===== config.mk =====
export PLATFORM = sky130hd
export DESIGN_NAME = time_keeper
export DESIGN_NICKNAME = d
export VERILOG_FILES = /design/src/rtl/time_keeper.sv
export SDC_FILE = /design/constraint.sdc
export NUM_CORES = 1
export LEC_CHECK = 0
export CORE_ASPECT_RATIO = 1.1
export CORE_MARGIN = 4
export CORE_UTILIZATION = 45
export DETAILED_ROUTE_END_ITERATION = 16
export PLACE_DENSITY = 0.67
export SYNTH_ARGS = -nofsm -noshare
export SYNTH_HDL_FRONTEND = slang
export SYNTH_SLANG_ARGS = --single-unit

===== constraint.sdc =====
create_clock -name i_clk -period 4.7 [get_ports i_clk]
set_input_delay 0.94 -clock i_clk [delete_from_list [all_inputs] [get_ports i_clk]]
set_output_delay 0.94 -clock i_clk [all_outputs]
set_load 0.03 [all_outputs]

===== src/rtl/time_keeper.sv =====
// time_keeper: registered BCD time of day driven by 1 Hz strobes,
// with debounced, auto-repeating hour/minute set buttons.
module time_keeper #(
  parameter int HOUR_24        = 1,
  parameter int DEBOUNCE_TICKS = 3,
  parameter int REPEAT_DELAY   = 60,
  parameter int REPEAT_RATE    = 12
) (
  input  logic       i_clk,
  input  logic       i_reset,
  input  logic       i_tick_1hz,
  input  logic       i_tick_120hz,
  input  logic       i_btn_hr,
  input  logic       i_btn_min,
  output logic [3:0] o_hr_t,
  output logic [3:0] o_hr_u,
  output logic [3:0] o_min_t,
  output logic [3:0] o_min_u,
  output logic [3:0] o_sec_t,
  output logic [3:0] o_sec_u,
  output logic       o_pm,
  output logic       o_colon,
  output logic       o_rollover
);

  localparam int DW = $clog2(DEBOUNCE_TICKS + 1);
  localparam int HW = $clog2(REPEAT_DELAY + REPEAT_RATE + 1);
  localparam logic [DW-1:0] AGREE_LAST = DW'(DEBOUNCE_TICKS - 1);
  localparam logic [HW-1:0] HOLD_FIRST = HW'(REPEAT_DELAY);
  localparam logic [HW-1:0] HOLD_NEXT  = HW'(REPEAT_DELAY + REPEAT_RATE);
  localparam logic [3:0] HR_T_RST = (HOUR_24 != 0) ? 4'd0 : 4'd1;
  localparam logic [3:0] HR_U_RST = (HOUR_24 != 0) ? 4'd0 : 4'd2;

  // Button index 0 is hour-set, 1 is minute-set.
  logic [1:0] btn_raw;
  logic [1:0] sync1_q, sync1_d;
  logic [1:0] sync2_q, sync2_d;
  logic [1:0] level_q, level_d;
  logic [1:0] prev_q, prev_d;
  logic [1:0] event_q, event_d;
  logic [1:0] fire;
  logic [1:0][DW-1:0] agree_q, agree_d;
  logic [1:0][HW-1:0] hold_q, hold_d, hold_inc;

  logic [3:0] hr_t_q, hr_t_d, hr_u_q, hr_u_d;
  logic [3:0] min_t_q, min_t_d, min_u_q, min_u_d;
  logic [3:0] sec_t_q, sec_t_d, sec_u_q, sec_u_d;
  logic       pm_q, pm_d;
  logic       colon_q, colon_d;
  logic       roll_q, roll_d;
  logic       pend_q, pend_d;

  logic ev_any, tick_req, apply;
  logic sec_wrap, min_wrap, hr_last;

  assign btn_raw = {i_btn_min, i_btn_hr};

  function automatic logic [7:0] bcd60_inc(
    input logic [3:0] t,
    input logic [3:0] u
  );
    logic [7:0] r;
    r = {t, u + 4'd1};
    if (u == 4'd9) begin
      r = (t == 4'd5) ? 8'd0 : {t + 4'd1, 4'd0};
    end
    return r;
  endfunction

  function automatic logic [8:0] hr_inc(
    input logic [3:0] t,
    input logic [3:0] u,
    input logic       pm
  );
    logic [8:0] r;
    r = {pm, t, u + 4'd1};
    if (u == 4'd9) r = {pm, t + 4'd1, 4'd0};
    if (HOUR_24 != 0) begin
      if (t == 4'd2 && u == 4'd3) r = 9'd0;
    end else begin
      // 11 -> 12 flips the meridiem; 12 -> 01 keeps it.
      if (t == 4'd1 && u == 4'd1) r = {~pm, 4'd1, 4'd2};
      if (t == 4'd1 && u == 4'd2) r = {pm, 4'd0, 4'd1};
    end
    return r;
  endfunction

  always_comb begin
    sync1_d = btn_raw;
    sync2_d = sync1_q;
    prev_d  = level_q;
    level_d = level_q;
    agree_d = agree_q;
    hold_d  = hold_q;
    hold_inc = '0;
    fire    = '0;
    event_d = '0;
    for (int b = 0; b < 2; b++) begin
      if (i_tick_120hz) begin
        if (sync2_q[b] != level_q[b]) begin
          if (agree_q[b] == AGREE_LAST) begin
            level_d[b] = ~level_q[b];
            agree_d[b] = '0;
          end else begin
            agree_d[b] = agree_q[b] + DW'(1);
          end
        end else begin
          agree_d[b] = '0;
        end
      end
      hold_inc[b] = hold_q[b] + HW'(1);
      // Hold time only counts while the press is stable high.
      if (!level_d[b]) begin
        hold_d[b] = '0;
      end else if (i_tick_120hz && level_q[b]) begin
        hold_d[b] = hold_inc[b];
        if (hold_inc[b] == HOLD_FIRST) begin
          fire[b] = 1'b1;
        end else if (hold_inc[b] == HOLD_NEXT) begin
          fire[b]   = 1'b1;
          hold_d[b] = HOLD_FIRST;
        end
      end
      event_d[b] = (level_q[b] & ~prev_q[b]) | fire[b];
    end
  end

  always_comb begin
    hr_t_d  = hr_t_q;
    hr_u_d  = hr_u_q;
    min_t_d = min_t_q;
    min_u_d = min_u_q;
    sec_t_d = sec_t_q;
    sec_u_d = sec_u_q;
    pm_d    = pm_q;
    sec_wrap = (sec_t_q == 4'd5) && (sec_u_q == 4'd9);
    min_wrap = (min_t_q == 4'd5) && (min_u_q == 4'd9);
    if (HOUR_24 != 0) begin
      hr_last = (hr_t_q == 4'd2) && (hr_u_q == 4'd3);
    end else begin
      hr_last = (hr_t_q == 4'd1) && (hr_u_q == 4'd1) && pm_q;
    end
    // A tick that meets a button event waits one slot in pend_q.
    ev_any   = |event_q;
    tick_req = i_tick_1hz | pend_q;
    apply    = tick_req & ~ev_any;
    pend_d   = ev_any & tick_req;
    colon_d  = colon_q ^ apply;
    roll_d   = apply & sec_wrap & min_wrap & hr_last;
    if (apply) begin
      {sec_t_d, sec_u_d} = bcd60_inc(sec_t_q, sec_u_q);
      if (sec_wrap) begin
        {min_t_d, min_u_d} = bcd60_inc(min_t_q, min_u_q);
        if (min_wrap) begin
          {pm_d, hr_t_d, hr_u_d} = hr_inc(hr_t_q, hr_u_q, pm_q);
        end
      end
    end
    if (event_q[1]) begin
      {min_t_d, min_u_d} = bcd60_inc(min_t_q, min_u_q);
      sec_t_d = 4'd0;
      sec_u_d = 4'd0;
    end
    if (event_q[0]) begin
      {pm_d, hr_t_d, hr_u_d} = hr_inc(hr_t_q, hr_u_q, pm_q);
    end
  end

  always_ff @(posedge i_clk) begin
    if (i_reset) begin
      sync1_q <= '0;
      sync2_q <= '0;
      level_q <= '0;
      prev_q  <= '0;
      event_q <= '0;
      agree_q <= '0;
      hold_q  <= '0;
      hr_t_q  <= HR_T_RST;
      hr_u_q  <= HR_U_RST;
      min_t_q <= 4'd0;
      min_u_q <= 4'd0;
      sec_t_q <= 4'd0;
      sec_u_q <= 4'd0;
      pm_q    <= 1'b0;
      colon_q <= 1'b0;
      roll_q  <= 1'b0;
      pend_q  <= 1'b0;
    end else begin
      sync1_q <= sync1_d;
      sync2_q <= sync2_d;
      level_q <= level_d;
      prev_q  <= prev_d;
      event_q <= event_d;
      agree_q <= agree_d;
      hold_q  <= hold_d;
      hr_t_q  <= hr_t_d;
      hr_u_q  <= hr_u_d;
      min_t_q <= min_t_d;
      min_u_q <= min_u_d;
      sec_t_q <= sec_t_d;
      sec_u_q <= sec_u_d;
      pm_q    <= pm_d;
      colon_q <= colon_d;
      roll_q  <= roll_d;
      pend_q  <= pend_d;
    end
  end

  assign o_hr_t     = hr_t_q;
  assign o_hr_u     = hr_u_q;
  assign o_min_t    = min_t_q;
  assign o_min_u    = min_u_q;
  assign o_sec_t    = sec_t_q;
  assign o_sec_u    = sec_u_q;
  assign o_pm       = pm_q;
  assign o_colon    = colon_q;
  assign o_rollover = roll_q;

endmodule


==> impl_metrics.csv <==
group,metric,value,unit
timing,hold_viol,0,
timing,timing.fmax,0.376,GHz
detailed_routing,drc,0,
detailed_routing,wl_per_cell,12.7,microns
setup_path,end_kind,"register",
cells_and_area,syn2layout_area_growth,18.3,%
yosys,synth_edf_count,0,
yosys,async_reset_ff_share,0,%
clock_tree,htreeDepth,2,
floorplan,num_rows,29,
pwr,p_leak,1.08,nW
setup_path,critical_path.max_stage_delay,0.52,ns
cells_and_area,antenna_cells,0,
yosys,yosys_warnings,0,
detailed_routing,ant_nets,0,
cells_and_area,final_common_cell,"dfxtp_1",
cells_and_area,regArea,0.00110,sq mm
floorplan,die_w,81.3,microns
setup_path,worst_ep_required_time,4.94,ns
global_routing,grt_usage,15.9,%
yosys,ys_ff_latch,55,
detailed_routing,drtIter0Drc,62,
global_routing,grt_pass1_wl,9090,microns
placed_design,place_area,0.00302,sq mm
pwr,p_int,0.000656,W
clock_tree,ctsResizeCount,0,
yosys,synth_nets,324,
global_routing,antenna_found_initial,0,
cells_and_area,multiInputGateArea,0.00147,sq mm
detailed_routing,first_pass_iters,4,
setup_path,crit_type,"in2reg",
cells_and_area,layout-drive-gt1-share,5.54,%
pwr,clkPwrFrac,39.1,%
clock_tree,clk_latency,0.30,ns
timing,finalMaxSlewViolations,0,
yosys,yosysSeqAreaShare,41.5,%
floorplan,start_util,46.3,%
setup_path,cp_max_fo,7,
clock_tree,cts_setup_buffers,0,
global_routing,grt-ovfl-total,0,
timing,finalCritPeriodShare,56.6,%
floorplan,design.portCount,33,
run_status,status,"completed",
yosys,synth_cell_types,61,
cells_and_area,fillers,571,
setup_path,slowest_stage,"or4_1",
setup_path,worstPathArrival,2.90,ns
floorplan,coreArea,0.00573,sq mm
setup_path,crit_family,"simple AND/OR/NAND/NOR gates",
setup_path,crit_chain,"clkdlybuf4s50_1 > nor2_1 > nor4_4 > a31oi_1 > or4_1 > a21oi_1",
job,maxCapViolCount,0,
clock_tree,cts_hold_buf,0,
cells_and_area,postLayoutCellArea,0.00314,sq mm
clock_tree,cts_sinks,55,
pwr,switching_power,0.000174,W
detailed_routing,vias_per_cell,5.44,
yosys,synth_area,0.00266,sq mm
cells_and_area,final_util,54.8,%
clock_tree,clock_path_buffers,2,
yosys,syn_avg_cell_area,8.46,sq um
detailed_routing,wl,5340,microns
timing,grt_setup_unrepaired,"false",
setup_path,worst-path-buf-inv,1,
clock_tree,cts_made_buffers,5,
hold_path,hp-class,"reg2reg",
placed_design,place_hpwl,3830,microns
clock_tree,tritoncts,"done",
timing,maxSlewHeadroom,65.3,%
pwr,ir_drop,173,uV
pwr,total_power,0.000830,W
global_routing,grt_max_degree,25,
cells_and_area,nets,352,
detailed_routing,via_count,2286,
pwr,powerDensity,264,mW/mm^2
floorplan,fp.dieH,88.6,microns
timing,period_needed,2.66,ns
yosys,synth_cells,314,
cells_and_area,final_cell_mix,"dfxtp_1, nor2_1, clkdlybuf4s50_1",
timing,worst_pin_slew,0.519,ns
pwr,p_seq_share,57.1,%
timing,finalSetupViolations,0,
timing,finClkSkew,0.00590,ns
clock_tree,clkTransAtPathRegs,0.10,ns
pwr,swShare,21.0,%
placed_design,place_worst_setup_slack,1.73,ns
placed_design,place.gp.congestion,0.797,
floorplan,die_area,0.00720,sq mm
yosys,synth-main-ff-cell,"dfxtp_1",
timing,fin_ws,2.04,ns
placed_design,io_buffers,31,
pwr,power_frac_comb,3.8,%
clock_tree,clockRootBuffer,"clkbuf_8",
timing,setup_tns,0,ns
global_routing,grt_pass1_vias,2005,
setup_path,critPathLaunchType,"input pin",
-- final timing paths --
check | to | depth (start not counted) | slack [ns] | from
max | o_hr_u[3]$_SDFFE_PP0P_ | 6 | 2.04 | i_tick_1hz
min | event_q[0]$_SDFF_PP0_ | 1 | 0.41 | prev_q[0]$_SDFF_PP0_
max reg2reg | o_hr_u[3]$_SDFFE_PP0P_ | 5 | 2.69 | o_sec_u[1]$_SDFFE_PP0P_
min reg2reg | event_q[0]$_SDFF_PP0_ | 1 | 0.41 | prev_q[0]$_SDFF_PP0_
-- state kept, by name (all words and copies together), names as in the netlist --
| register | count |
|---|---|
| pend_q | 1 |
| o_hr_t | 4 |
| hold_q | 14 |
| o_sec_t | 4 |
| sync2_q | 2 |
| o_hr_u | 4 |
| sync1_q | 2 |
| o_rollover | 1 |
| o_colon | 1 |
| prev_q | 2 |
| o_sec_u | 4 |
| o_min_t | 4 |
| agree_q | 4 |
| level_q | 2 |
| event_q | 2 |
| o_min_u | 4 |
-- metal layers --
metal	GRT usage (%)	up-vias	share of wire [%]
met1	19.8	1076	47
met3	3.56	7	3.3
met5	0	-	0
met2	27.0	36	48
li1	-	1167	-
met4	5.53	0	1.3
-- layout make-up --
type	count	share of cell area [%]
sequential	55	35.0
clock inverter	2	1.12
multi-input combinational	237	46.7
clock buffer	6	2.63
inverter	11	1.31
timing repair buffer	32	10.1
tap	77	3.07
-- kinds of logic (layout without fill, tap and decap cells) --
kind of cell | count (synthesis) | in the layout | synth area share [%]
xor+xnor | 14 | 14 | 4.62
flops | 55 | 55 | 41.5
simple gates | 146 | 146 | 30.5
compound gates | 66 | 66 | 15.8
buf+inv | 22 | 51 | 3.30
other cells | 1 | 1 | 0.141
mux | 6 | 6 | 2.31
fa+ha+maj | 4 | 4 | 1.88
-- Yosys cell counts, types with 3 or more instances --
library cell  number  area (sq um)
nor2_1            32           120
dfxtp_1           55          1100
nand3_1           12          60.1
nor3b_1            3          22.5
and2_1             5          31.3
nor3_1            10          50.1
o21ai_1            6          30.0
o21ai_0            7          35.0
nand2_1           27           101
xor2_1             6          52.6
inv_2              3          11.3
a21oi_1           24           120
or3_1              6          37.5
mux2i_1            5          50.1
or2_1              5          31.3
and3_1             6          37.5
inv_1              7          26.3
nand3b_1           4          30.0
o32ai_1            3          26.3
clkbuf_1           8          30.0
nand2b_1           3          18.8
a31oi_1            4          25.0
xnor2_1            8          70.1
nand4_1            4          25.0
nor2b_1           13          81.3
ha_1               4          50.1
-- power by group through the flow --
stage	combinational (W)	clock, W	sequential, W
floorplan	0.0000173	0	0.000488
global placement	0.0000319	0	0.000485
finish	0.0000319	0.000325	0.000474
global route	0.0000351	0.000357	0.000475
detailed placement	0.0000319	0	0.000485
CTS	0.0000321	0.000338	0.000474
-- metrics by stage --
step                      hold slack, ns  cells
after detailed placement           0.402    412
after global routing               0.426    420
after global placement             0.391    412
after CTS                          0.417    420
after floorplan                    0.384    314
final                              0.408    420
Note: power is estimated with default switching activity, not from simulation.
==> RTL edit 1: new RTL, same flow settings <==
The parameter `REPEAT_RATE` goes from 12 to 24.
--- a/src/rtl/time_keeper.sv
+++ b/src/rtl/time_keeper.sv
@@ -4,7 +4,7 @@
   parameter int HOUR_24        = 1,
   parameter int DEBOUNCE_TICKS = 3,
   parameter int REPEAT_DELAY   = 60,
-  parameter int REPEAT_RATE    = 12
+  parameter int REPEAT_RATE    = 24
 ) (
   input  logic       i_clk,
   input  logic       i_reset,
Behaviour: no difference found for any inputs over 10 cycles, from zero or initial values and one cycle with i_reset high; that may be too few to reach the edited logic, so the function may still have changed.
==> RTL edit 1 against the original RTL <==
  * Clock skew is 2.8 ps higher
  * Synthesized area grew 0.71%
  * Global-route usage fell by 1.1 points
  * Wire length shrank 3.7%
  * Sequential power about the same
  * Design area shrank 0.28%
  * Combinational power is 4% higher
  * Via count shrank 1.1%
  * Total power is 6.9% lower
  * Sequential cell count stayed put
  * Synthesized cell count grew 2.2%
  * Worst setup slack improved by 75 ps
  * Critical endpoint is now event_q[1]$_SDFF_PP0_
  * Largest cell class unchanged
  * Highest routed layer unchanged
==> RTL edit 1: results (changes against the original RTL) <==
slew_headroom_pct: 60.4  # -4.8 points
hold_depth: 1  # unchanged
postCtsSetupBuffers: 0  # unchanged
antenna_found_initial: 0  # unchanged
reg2reg_depth: 5  # unchanged
r2r_end: "o_hr_t[2]$_SDFFE_PP0P_"
final_nets: 359  # +2.0%
drtIter0Drc: 58  # -6.5%
m1WireLength_um: 2390  # -5.3%
cts_buffers: 5  # unchanged
dpl_cell_area_um2: 3040  # +0.54%
critPathMaxStageDelay_ps: 630  # +110 ps
clockRootBuffer: "clkbuf_8"
synthesis.nets: 331  # +2.2%
cap_violations: 0  # unchanged
netlist_instances: 321  # +2.2%
wirelength_um: 5140  # -3.7%
grtUsageTotal_pct: 14.8  # -1.1 points
first_global_vias: 2007  # +0.10%
portBuffers: 31  # unchanged
firstDrtPassIters: 4  # unchanged
synth.distinct_cells: 53  # -13%
min_path_type: "reg -> reg"
vdd_ir_drop_max_mv: 0.165  # -4.9%
worstReg2RegStart: "o_min_t[2]$_SDFFE_PP0P_"
largest_register_ffs: 14  # unchanged
grt_first_pass_wirelength_um: 8580  # -5.6%
critical-path-top-delay-family: "simple AND/OR/NAND/NOR gates"
wl_met3_um: 210  # +19%
async_flop_share_pct: 0  # unchanged
whs_ps: 446  # +37.9 ps
synthTopCellsByCount: "55 x dfxtp_1, 34 x nor2_1, 32 x nand2_1"
outcome: "completed"
hp-start: "sync1_q[1]$_SDFF_PP0_"
final_cells: 427  # +1.7%
ys.warnings.count: 0  # unchanged
clkLatencyLatePin_ps: 310
grt_max_degree: 23  # -8.0%
htree_num_levels: 2  # unchanged
largest_register: "hold_q"
seq_area_frac_synth_pct: 41.2  # -0.29 points
clockBufferDepth: 2  # unchanged
globalplace.congestion: 0.801  # +0.49%
cts_repair_resize_count: 0  # unchanged
dr_total_vias: 2260  # -1.1%
routed.top_layer: "met4"
n_antenna_cell: 0  # unchanged
reg2reg_slack_ps: 2880  # +190 ps
leakage_nw: 1.07  # -0.87%
wl_met2_um: 2470  # -3.7%
critPathSlowestCell: "clkdlybuf4s50_1"
layout-drive-gt1-share_pct: 6.57  # +1.0 points
dp_hpwl_um: 3760  # -1.8%
hold_path_end: "sync2_q[1]$_SDFF_PP0_"
clk_pin_slew_ps: 100  # about the same
synthTopCellsByArea: "dfxtp_1 41%, a21oi_1 5.2%, nor2_1 4.8%, nand2_1 4.5%, mux2i_1 3.0%"
dp_cells: 419  # +1.7%
clock_skew_ps: 8.71  # +2.81 ps
cp.arrival_ps: 2840  # -60 ps
cp_max_fo: 10  # +3
-- RTL edit 1: changes by cell type after synthesis, sizes merged, moves of 4 or more --
cell,before,now
nor2b,13,9
nand2b,3,7
a21oi,24,28
nand2,28,32
-- RTL edit 1: worst max path at each step --
stage                      start               endpoint  slack, ps  depth (start not counted)
CTS                 i_tick_120hz  event_q[1]$_SDFF_PP0_       2140                          6
finish              i_tick_120hz  event_q[1]$_SDFF_PP0_       2120                          6
global route        i_tick_120hz  event_q[1]$_SDFF_PP0_       2030                          6
detailed placement  i_tick_120hz  event_q[1]$_SDFF_PP0_       1810                          6
floorplan           i_tick_120hz  event_q[1]$_SDFF_PP0_       2480                          6
global placement    i_tick_120hz  event_q[1]$_SDFF_PP0_       1840                          6
-- RTL edit 1: logic make-up (layout without fill, tap and decap cells) --
kind of cell / count (synthesis) / count (layout) / synth area share (%)
other: 1 / 1 / 0.140
buffers and inverters: 23 / 52 / 3.51
flip-flops: 55 / 55 / 41.2
AO/OA/AOI/OAI: 69 / 69 / 15.9
adder cells (fa/ha/maj): 4 / 4 / 1.87
AND/OR/NAND/NOR: 148 / 148 / 30.1
multiplexers: 8 / 8 / 2.99
XOR/XNOR: 13 / 13 / 4.26
-- RTL edit 1: where the power goes --
part | switching, mW | internal (mW)
combinational | 0.0191 | 0.0141
sequential | 0.00358 | 0.470
clock | 0.159 | 0.108
-- RTL edit 1: area by class of cell --
type | count | area [um2]
inverters | 12 | 45.0
clock buffers | 5 | 68.8
multi-input cells | 243 | 1480
flip-flops and latches | 55 | 1100
fillers | 557 | 2640
clock inverters | 3 | 23.8
repair buffers | 32 | 318
well taps | 77 | 96.3
-- RTL edit 1: routing by layer --
layer  GRT usage (%)  vias to the layer above
li1                -                     1182
met1            16.6                     1036
met2            27.2                       35
met3            3.46                        7
met4            5.22                        0
met5               0                        -
-- RTL edit 1: through the flow --
stage / setup WS (ps) / total power, mW
CTS: 2140 / 0.790
global placement: 1840 / 0.518
finish: 2120 / 0.773
detailed placement: 1810 / 0.518
global route: 2030 / 0.807
floorplan: 2480 / 0.506
-- RTL edit 1: worst register-to-register path, delay by kind of cell (launching register included) --
| family | cells | cell delay [ps] |
|---|---|---|
| AOI/OAI and AO/OA | 2 | 500 |
| DFF | 1 | 420 |
| and+or+nand+nor | 3 | 840 |
==> RTL edit 2: new RTL, config.mk and constraints unchanged <==
Made on the original files. Take the reset off `hold_q` and load it in a clocked block of its own.
--- a/src/rtl/time_keeper.sv
+++ b/src/rtl/time_keeper.sv
@@ -174,7 +174,6 @@
       prev_q  <= '0;
       event_q <= '0;
       agree_q <= '0;
-      hold_q  <= '0;
       hr_t_q  <= HR_T_RST;
       hr_u_q  <= HR_U_RST;
       min_t_q <= 4'd0;
@@ -192,7 +191,6 @@
       prev_q  <= prev_d;
       event_q <= event_d;
       agree_q <= agree_d;
-      hold_q  <= hold_d;
       hr_t_q  <= hr_t_d;
       hr_u_q  <= hr_u_d;
       min_t_q <= min_t_d;
@@ -206,6 +204,10 @@
     end
   end
 
+  always_ff @(posedge i_clk) begin
+    hold_q <= hold_d;
+  end
+
   assign o_hr_t     = hr_t_q;
   assign o_hr_u     = hr_u_q;
   assign o_min_t    = min_t_q;
Formal check against the unedited RTL: no difference found for any inputs over 10 cycles, from zero or initial values and one cycle with i_reset high; that may be too few to reach the edited logic, so the function may still have changed.
==> RTL edit 2 against the original RTL <==
  * Total power shrank 8.9%
  * Via count decreased by 1.6%
  * Design area shrank 2.1%
  * Wire length fell by 5.0%
  * Fmax fell by 9.0%
  * Sequential cell count did not move
  * Worst setup slack worse by 260 ps
  * Synthesized area shrank 1.5%
  * Final cell count is 0.71% lower
  * Critical path type unchanged
  * Largest cell class unchanged
  * Largest power group unchanged
  * Highest routed layer unchanged
==> RTL edit 2: results (changes against the original RTL) <==
globalplace.congestion: 0.798  # +0.15%
synth.distinct_cells: 56  # -8.2%
layout-drive-gt1-share_pct: 6.14  # +0.60 points
avgRoutedWirePerCell_um: 12.2  # -4.3%
p_seq_share_pct: 62.6  # +5.5 points
final_nets: 351  # -0.28%
synth.area.mux_share_pct: 3.11  # +0.80 points
use_met1_pct: 20.5  # +0.69 points
grt_max_degree: 20  # -20%
synthTopCellsByCount: "55 x dfxtp_1, 34 x nor2_1, 26 x nand2_1"
grtUsageTotal_pct: 15.1  # -0.75 points
worst_pin_slew_ps: 721  # +202 ps
power_frac_comb_pct: 4.4  # +0.6 points
outcome: "completed"
synthTopCellsByArea: "dfxtp_1 42%, nor2_1 4.9%, a21oi_1 4.8%, nand2_1 3.7%, mux2i_1 2.7%"
largest_register: "hold_q"
dr_total_vias: 2249  # -1.6%
p_sw_share_pct: 22.1  # +1.1 points
clock_skew_ps: 5.48  # -0.420 ps
synth-xor-area-share_pct: 3.35  # -1.3 points
dp_slack_ps: 1480  # -256 ps
cp_max_fo: 9  # +2
clk_pin_slew_ps: 90
leakage_nw: 1.01  # -6.6%
grt_first_pass_wirelength_um: 8740  # -3.9%
first_global_vias: 1937  # -3.4%
grtUsageMet2_pct: 24.0  # -3.0 points
synthesis.nets: 320  # -1.2%
synth_compound_area_share_pct: 17.8  # +2.0 points
critPathMaxStageDelay_ps: 580  # +60 ps
synthAdderAreaFrac_pct: 1.91  # +0.029 points
async_flop_share_pct: 0  # unchanged
drtIter0Drc: 140  # +130%
dp_hpwl_um: 3640  # -4.9%
critPathSlowestCell: "nor4b_4"
power.density_nw_per_um2: 246  # -6.9%
fill_cells: 528  # -7.5%
seq_area_frac_synth_pct: 42.1  # +0.63 points
met3_usage_pct: 3.50  # -0.066 points
n_antenna_cell: 0  # unchanged
antenna_found_initial: 0  # unchanged
cp.arrival_ps: 3150  # +250 ps
==> RTL edit 2: cell types whose count changed after synthesis, sizes merged, moves of 3 or more <==
| cell | change |
|---|---|
| xor2 | -4 |
| nand2b | +3 |
| and3 | -3 |
| or2 | -3 |
| inv | +6 |
| and2 | -3 |
==> RTL edit 2: worst paths after layout <==
kind                               from                endpoint  slack (ps)  depth (start not counted)
setup / recovery             i_tick_1hz  o_hr_t[3]$_SDFFE_PP0P_        1780                          6
hold / removal    sync1_q[0]$_SDFF_PP0_   sync2_q[0]$_SDFF_PP0_         450                          1
setup reg to reg  event_q[0]$_SDFF_PP0_  o_hr_t[3]$_SDFFE_PP0P_        2350                          5
hold reg to reg   sync1_q[0]$_SDFF_PP0_   sync2_q[0]$_SDFF_PP0_         450                          1
==> RTL edit 2: per-stage QoR <==
step	cell area [um2]	instances
after global routing	3080	417
after detailed placement	2990	409
after floorplan	2620	310
final	3080	417
after global placement	2990	409
after CTS	3080	417
==> RTL edit 2: final cells by class <==
| type | count | share of cell area [%] |
|---|---|---|
| Clock buffer | 7 | 2.48 |
| Clock inverter | 1 | 0.163 |
| Inverter | 16 | 1.95 |
| Multi-Input combinational cell | 231 | 46.2 |
| Sequential cell | 55 | 35.8 |
| Tap cell | 75 | 3.05 |
| Timing Repair Buffer | 32 | 10.3 |
==> RTL edit 2: cells by family (layout without fill, tap and decap cells) <==
kind of cell	after synthesis	after routing
buffers and inverters	24	56
AND/OR/NAND/NOR	137	137
other	1	1
flip-flops	55	55
multiplexers	8	8
adder cells (fa/ha/maj)	4	4
AO/OA/AOI/OAI	71	71
XOR/XNOR	10	10
==> RTL edit 2: routing by layer <==
layer	share of wire (%)	routed length [um]	up-vias
li1	-	-	1169
met1	50	2530	1032
met2	44	2240	42
met3	4.6	233	6
met4	1.3	67	0
met5	0	0	-
